## config.mk

```make
export PLATFORM = sky130hd
export DESIGN_NAME = two_com_serial_dec
export DESIGN_NICKNAME = d
export VERILOG_FILES = /design/src/rtl/two_com_serial_dec.sv
export SDC_FILE = /design/constraint.sdc
export NUM_CORES = 1
export LEC_CHECK = 0
export CAP_MARGIN = 20
export CORE_UTILIZATION = 30
export CTS_CLUSTER_SIZE = 30
export DETAILED_ROUTE_END_ITERATION = 8
export GPL_ROUTABILITY_DRIVEN = 1
export HOLD_SLACK_MARGIN = 0.1
export SYNTH_ARGS = -nofsm -noshare
export SYNTH_HDL_FRONTEND = slang
export SYNTH_SLANG_ARGS = --single-unit
```

## constraint.sdc

```tcl
create_clock -name clk -period 1.8 [get_ports clk]
set_input_delay 0.27 -clock clk [delete_from_list [all_inputs] [get_ports clk]]
set_output_delay 0.27 -clock clk [all_outputs]
set_load 0.02 [all_outputs]
```

## src/rtl/two_com_serial_dec.sv

```systemverilog
// two_com_serial_dec
//   Collects one WIDTH-bit two's-complement word, LSB first, and reports
//   it as sign and magnitude. The word is negated on the fly using the
//   serial rule: bits are copied up to and including the first 1, and
//   every later bit is inverted.
//
// Ports
//   clk       system clock, rising edge
//   rst_n     asynchronous active-low reset
//   start     begin collecting a word (accepted only in IDLE)
//   bit_in    serial data, LSB first
//   bit_valid bit_in is valid this cycle (consumed only in SHIFT)
//   sign      sign of the last decoded word (1 = negative)
//   mag       magnitude of the last decoded word
//   min_neg   last word was the most-negative value (1 followed by zeros)
//   busy      high while bits are being collected
//   done      one-cycle pulse when sign/mag/min_neg update
module two_com_serial_dec #(
  parameter int WIDTH = 4
) (
  input  logic             clk,
  input  logic             rst_n,
  input  logic             start,
  input  logic             bit_in,
  input  logic             bit_valid,
  output logic             sign,
  output logic [WIDTH-1:0] mag,
  output logic             min_neg,
  output logic             busy,
  output logic             done
);

  localparam int CNT_W = (WIDTH > 2) ? $clog2(WIDTH) : 1;
  localparam logic [CNT_W-1:0] LAST_CNT = CNT_W'(WIDTH - 1);
  localparam logic [WIDTH-1:0] MOST_NEG = {1'b1, {(WIDTH-1){1'b0}}};

  typedef enum logic [1:0] {
    IDLE  = 2'd0,
    SHIFT = 2'd1,
    DONE  = 2'd2
  } state_t;

  state_t           state_r;
  logic [CNT_W-1:0] cnt_r;
  logic [WIDTH-1:0] copy_r;
  logic [WIDTH-1:0] neg_r;
  logic             seen_r;

  logic [WIDTH-1:0] copy_nxt_s;
  logic [WIDTH-1:0] neg_nxt_s;
  logic [WIDTH-1:0] mag_nxt_s;
  logic             min_nxt_s;

  // Shift-register contents including the bit currently on bit_in.
  always_comb begin
    copy_nxt_s        = copy_r;
    neg_nxt_s         = neg_r;
    copy_nxt_s[cnt_r] = bit_in;
    if (seen_r) begin
      neg_nxt_s[cnt_r] = ~bit_in;
    end else begin
      neg_nxt_s[cnt_r] = bit_in;
    end
    // On the final bit, bit_in is the sign bit.
    if (bit_in) begin
      mag_nxt_s = neg_nxt_s;
    end else begin
      mag_nxt_s = copy_nxt_s;
    end
    min_nxt_s = (copy_nxt_s == MOST_NEG);
  end

  // Control FSM, bit collection and registered outputs.
  always_ff @(posedge clk or negedge rst_n) begin
    if (!rst_n) begin
      state_r <= IDLE;
      cnt_r   <= {CNT_W{1'b0}};
      copy_r  <= {WIDTH{1'b0}};
      neg_r   <= {WIDTH{1'b0}};
      seen_r  <= 1'b0;
      sign    <= 1'b0;
      mag     <= {WIDTH{1'b0}};
      min_neg <= 1'b0;
      busy    <= 1'b0;
      done    <= 1'b0;
    end else begin
      case (state_r)
        IDLE: begin
          done <= 1'b0;
          if (start) begin
            state_r <= SHIFT;
            busy    <= 1'b1;
            cnt_r   <= {CNT_W{1'b0}};
            copy_r  <= {WIDTH{1'b0}};
            neg_r   <= {WIDTH{1'b0}};
            seen_r  <= 1'b0;
          end else begin
            state_r <= IDLE;
          end
        end
        SHIFT: begin
          if (bit_valid) begin
            copy_r <= copy_nxt_s;
            neg_r  <= neg_nxt_s;
            seen_r <= seen_r | bit_in;
            if (cnt_r == LAST_CNT) begin
              state_r <= DONE;
              busy    <= 1'b0;
              done    <= 1'b1;
              sign    <= bit_in;
              mag     <= mag_nxt_s;
              min_neg <= min_nxt_s;
            end else begin
              cnt_r <= cnt_r + 1'b1;
            end
          end else begin
            state_r <= SHIFT;
          end
        end
        DONE: begin
          state_r <= IDLE;
          done    <= 1'b0;
        end
        default: begin
          state_r <= IDLE;
          busy    <= 1'b0;
          done    <= 1'b0;
        end
      endcase
    end
  end

endmodule

```

==> impl.org <==
** Run status
- The run finished with clean final reports.

** Timing
- In the final timing run, aggregate negative setup slack is 0 ns.
- Final-report max-slew violation count :: 0
- Static timing analysis puts the maximum clock frequency at 639 MHz.
- Final setup violating endpoints :: 0
- Post-route worst setup slack :: 0.235 ns
- For the final database, setup skew stands at between 0.002 and 0.0025 ns.
- Minimum period implied by the final worst setup slack :: approximately 1.6 ns
- Setup repair after global routing left no endpoint under its margin.
- Headroom to the max-slew limit came out at 73.0%.
- Final period utilization :: 86.9%
- For the pin with the worst max-slew slack, the measured transition is 0.405 ns.
- Hold violation total from the final report :: 0

** Floorplanning
- Die outline width :: 62.3 microns
- After floorplanning, the core was sized to cover approximately 3400 sq um.
- The initialized floorplan defines 21 standard-cell rows.
- Number of primary I/O pins :: 13
- Die Area :: 3880 sq um
- Starting density of the core :: a little under a third
- In this run the vertical extent of the chip is slightly above 60 microns.

** Detailed routing
- The count of nets left with antenna violations once routing finished came out at 0.
- Via count of the routed design :: roughly 810
- In the routed layout, each cell is associated on average with a via count of about 5.
- Routed wire per std cell :: about 13 microns
- Drt first-iter violations :: 34
- Drc violations :: 0
- First-pass iteration count of the detailed router :: 4
- Aggregate routed wire length :: between 2000 and 2500 microns

** Critical path
- At the worst endpoint, the arrival time is around 1.3 ns.
- The setup path with the least slack is of type flop to output pin.
- On the worst path, the slowest cell contributes a delay of around 0.61 ns.
- Crit path buf inv count :: 1
- The signal on the critical path passes through clkdlybuf4s50_1.
- Element type at the critical path start :: flop
- STA puts the critical path data required time at 1.53 ns.
- Launch point of the worst path :: busy
- Critical path peak fanout :: 3
- Kind of cell with the highest combined delay on the critical path :: buffers and inverters
- In this run the critical register-to-register path is launched from cnt_r[0].
- STA classifies the critical path endpoint as an output pin.
- On the critical path, the stage with the largest delay is an instance of sky130_fd_sc_hd__clkdlybuf4s50_1.

** Synthesis
- Counting flops and latches in the post-synthesis netlist gives 20.
- After synthesis, the mean cell area works out to around 11 sq um.
- Ys Warns :: 0
- The number of nets handed over by synthesis was approximately 110.
- Gate count of the mapped netlist :: between 100 and 150
- Proportion of synthesized chip area in sequential cells :: a little under half
- Most area-consuming cells after synthesis :: sky130_fd_sc_hd__dfrtp_1, sky130_fd_sc_hd__ha_1, sky130_fd_sc_hd__a32o_1, sky130_fd_sc_hd__nand2_1, sky130_fd_sc_hd__a31oi_1
- Synth Cell Area :: 1090 sq um
- Of the post-synthesis cell area, the dominant cell type holds 45.9%.
- Most area-hungry cell type in the Yosys netlist :: sky130_fd_sc_hd__dfrtp_1
- Post-synthesis cell type count :: 33

** CTS
- CTS root buffer :: sky130_fd_sc_hd__clkbuf_4
- CTS H-tree lvls :: 1
- CTS-repair resized insts :: 0
- Clock-pin slew was measured on the worst setup and hold paths at roughly 0.11 ns.
- CTS tree :: built
- Buffers inserted to repair hold after CTS numbered 0.
- Post-CTS timing repair inserted 0 buffers for setup.
- The number of clock buffers added by TritonCTS is 3.
- # clock sinks :: 20
- Clock latency of the later-clocked register in the worst-skew pair :: 0.30 ns
- Maximum number of buffers from clock root to sink :: 2

** Place
- RePlAce Congestion :: 0.734
- Timing analysis after detailed placement gives a worst setup slack of ~0.10 ns.
- After legalization and detailed placement, the total HPWL measured ~1600 microns.
- Input and output buffers added on the ports amount to 12.
- Count of placed standard cells including taps :: roughly 160

** Global route
- The number of antenna violations at the first check in global routing came to 0.
- First-pass GRT wire length :: 3620 microns
- Entering global routing, the biggest net connects 21 pins.
- Vias in the first global route :: ~800
- Summed over all layers, the global routing overflow is 0.
- Global-route usage over all layers :: between 10% and 20%

** Power and ir drop
- Tot Pwr :: about 2.0 mW
- Cell area power density :: between 1500 and 2000 nW/um^2
- The analysis attributes to cell leakage a power of 0.575 nW.
- The worst-case IR drop observed on VDD is 0.778 mV.

** Layout
- The count of cells in the finished layout, fillers not included, comes to 162.
- In the final design database the tool counted roughly 130 nets.
- Filler instances :: around 360
- Area occupied by registers :: 500 sq um
- Number of inserted diodes :: 0
- Compared with the post-synthesis result, the final layout area differs by 17.4%.
- The post-route netlist has between 10% and 20% of its cells at a drive strength greater than 1.
- The library cell used most frequently in the layout, excluding fill and tap cells, is sky130_fd_sc_hd__dfrtp_1.
- The multi-input combinational cells in the finished layout cover a total of 520 sq um.
- Leaving out fill and tap cells, the most frequent cells in the layout are sky130_fd_sc_hd__dfrtp_1, sky130_fd_sc_hd__clkdlybuf4s50_1, sky130_fd_sc_hd__nand2_1, sky130_fd_sc_hd__inv_1.

** Hold path
- Hold Path Class :: input port to async pin

** Run
- Max-cap violations in this run came to 0.
[where the power goes]
part | leakage [nW] | internal (mW) | total, mW | switching [mW]
clock | 0.0138 | 0.0779 | 0.212 | 0.134
sequential | 0.254 | 0.643 | 0.809 | 0.167
combinational | 0.307 | 0.482 | 0.990 | 0.507
total | 0.575 | 1.20 | 2.01 | 0.808
[layout make-up]
cell class	count	share of cell area (%)
multi-input combinational	69	40.6
clock buffer	3	1.76
timing repair buffer	16	11.7
tap	46	4.49
inverter	8	2.34
sequential	20	39.1
[cell usage after synthesis]
master,n
sky130_fd_sc_hd__inv_2,1
sky130_fd_sc_hd__inv_1,7
sky130_fd_sc_hd__a21oi_1,3
sky130_fd_sc_hd__a2bb2oi_1,1
sky130_fd_sc_hd__a32o_1,5
sky130_fd_sc_hd__nand2b_4,1
sky130_fd_sc_hd__nand2_1,9
sky130_fd_sc_hd__o22ai_1,1
sky130_fd_sc_hd__dfrtp_1,20
sky130_fd_sc_hd__nor2_1,5
sky130_fd_sc_hd__ha_1,5
sky130_fd_sc_hd__xor2_2,1
sky130_fd_sc_hd__buf_2,2
sky130_fd_sc_hd__nand3b_1,1
sky130_fd_sc_hd__o2bb2ai_1,2
sky130_fd_sc_hd__a31oi_1,5
sky130_fd_sc_hd__o31ai_1,2
sky130_fd_sc_hd__a221oi_1,1
sky130_fd_sc_hd__o2111ai_1,1
sky130_fd_sc_hd__mux2_4,1
sky130_fd_sc_hd__nand2b_1,4
sky130_fd_sc_hd__buf_6,2
sky130_fd_sc_hd__nand4b_4,1
sky130_fd_sc_hd__mux2i_1,1
sky130_fd_sc_hd__o211ai_1,3
sky130_fd_sc_hd__o211ai_2,1
sky130_fd_sc_hd__and3_4,1
sky130_fd_sc_hd__buf_4,1
sky130_fd_sc_hd__nor2b_1,5
sky130_fd_sc_hd__o32ai_1,1
sky130_fd_sc_hd__or3_1,3
sky130_fd_sc_hd__a21boi_0,1
sky130_fd_sc_hd__o21ai_0,4
[flip-flops by register name, summed over array words and instances, names as in the netlist]
signal,flops
neg_r,3
min_neg,1
seen_r,1
state_r,2
busy,1
cnt_r,2
done,1
mag,4
sign,1
copy_r,4
[metal layers]
metal | vias up | GRT usage, % | share of wire (%)
li1 | 395 | - | -
met1 | 376 | 15.4 | 47
met2 | 33 | 19.1 | 45
met3 | 2 | 3.86 | 6.6
met4 | 0 | 2.62 | 0.52
met5 | - | 0 | 0
[cell families after synthesis]
group / after synthesis / share of synthesized area (%)
and+or+nand+nor: 30 / 16.9
adders and majority gates: 5 / 5.73
muxes: 2 / 2.29
xor gates and xnor gates: 1 / 1.49
buffers and inverters: 13 / 6.42
AOI/OAI and AO/OA: 31 / 21.3
DFF: 20 / 45.9
[stage by stage]
| stage | hold slack, ns | area, sq um | utilization (%) |
|---|---|---|---|
| 4_1_cts | 0.314 | 1280 | 37.5 |
| 3_3_place_gp | 0.463 | 1260 | 36.8 |
| 2_1_floorplan | -0.0256 | 1090 | - |
| 5_1_grt | 0.304 | 1280 | 37.5 |
| 3_5_place_dp | 0.473 | 1260 | 36.8 |
| 6_report | 0.305 | 1280 | 37.5 |
[path summary, 6_finish.rpt]
path | cells after the start | slack (ns) | endpoint
worst max-delay path | 1 | 0.24 | busy
worst min-delay path | 2 | 0.31 | cnt_r[0]
worst max register to register | 4 | 0.24 | mag[1]
worst min register to register | 2 | 0.49 | min_neg
max in group asynchronous | 2 | 1.28 | seen_r
min in group clk | 2 | 0.49 | min_neg
(Power assumes the default switching activity.)
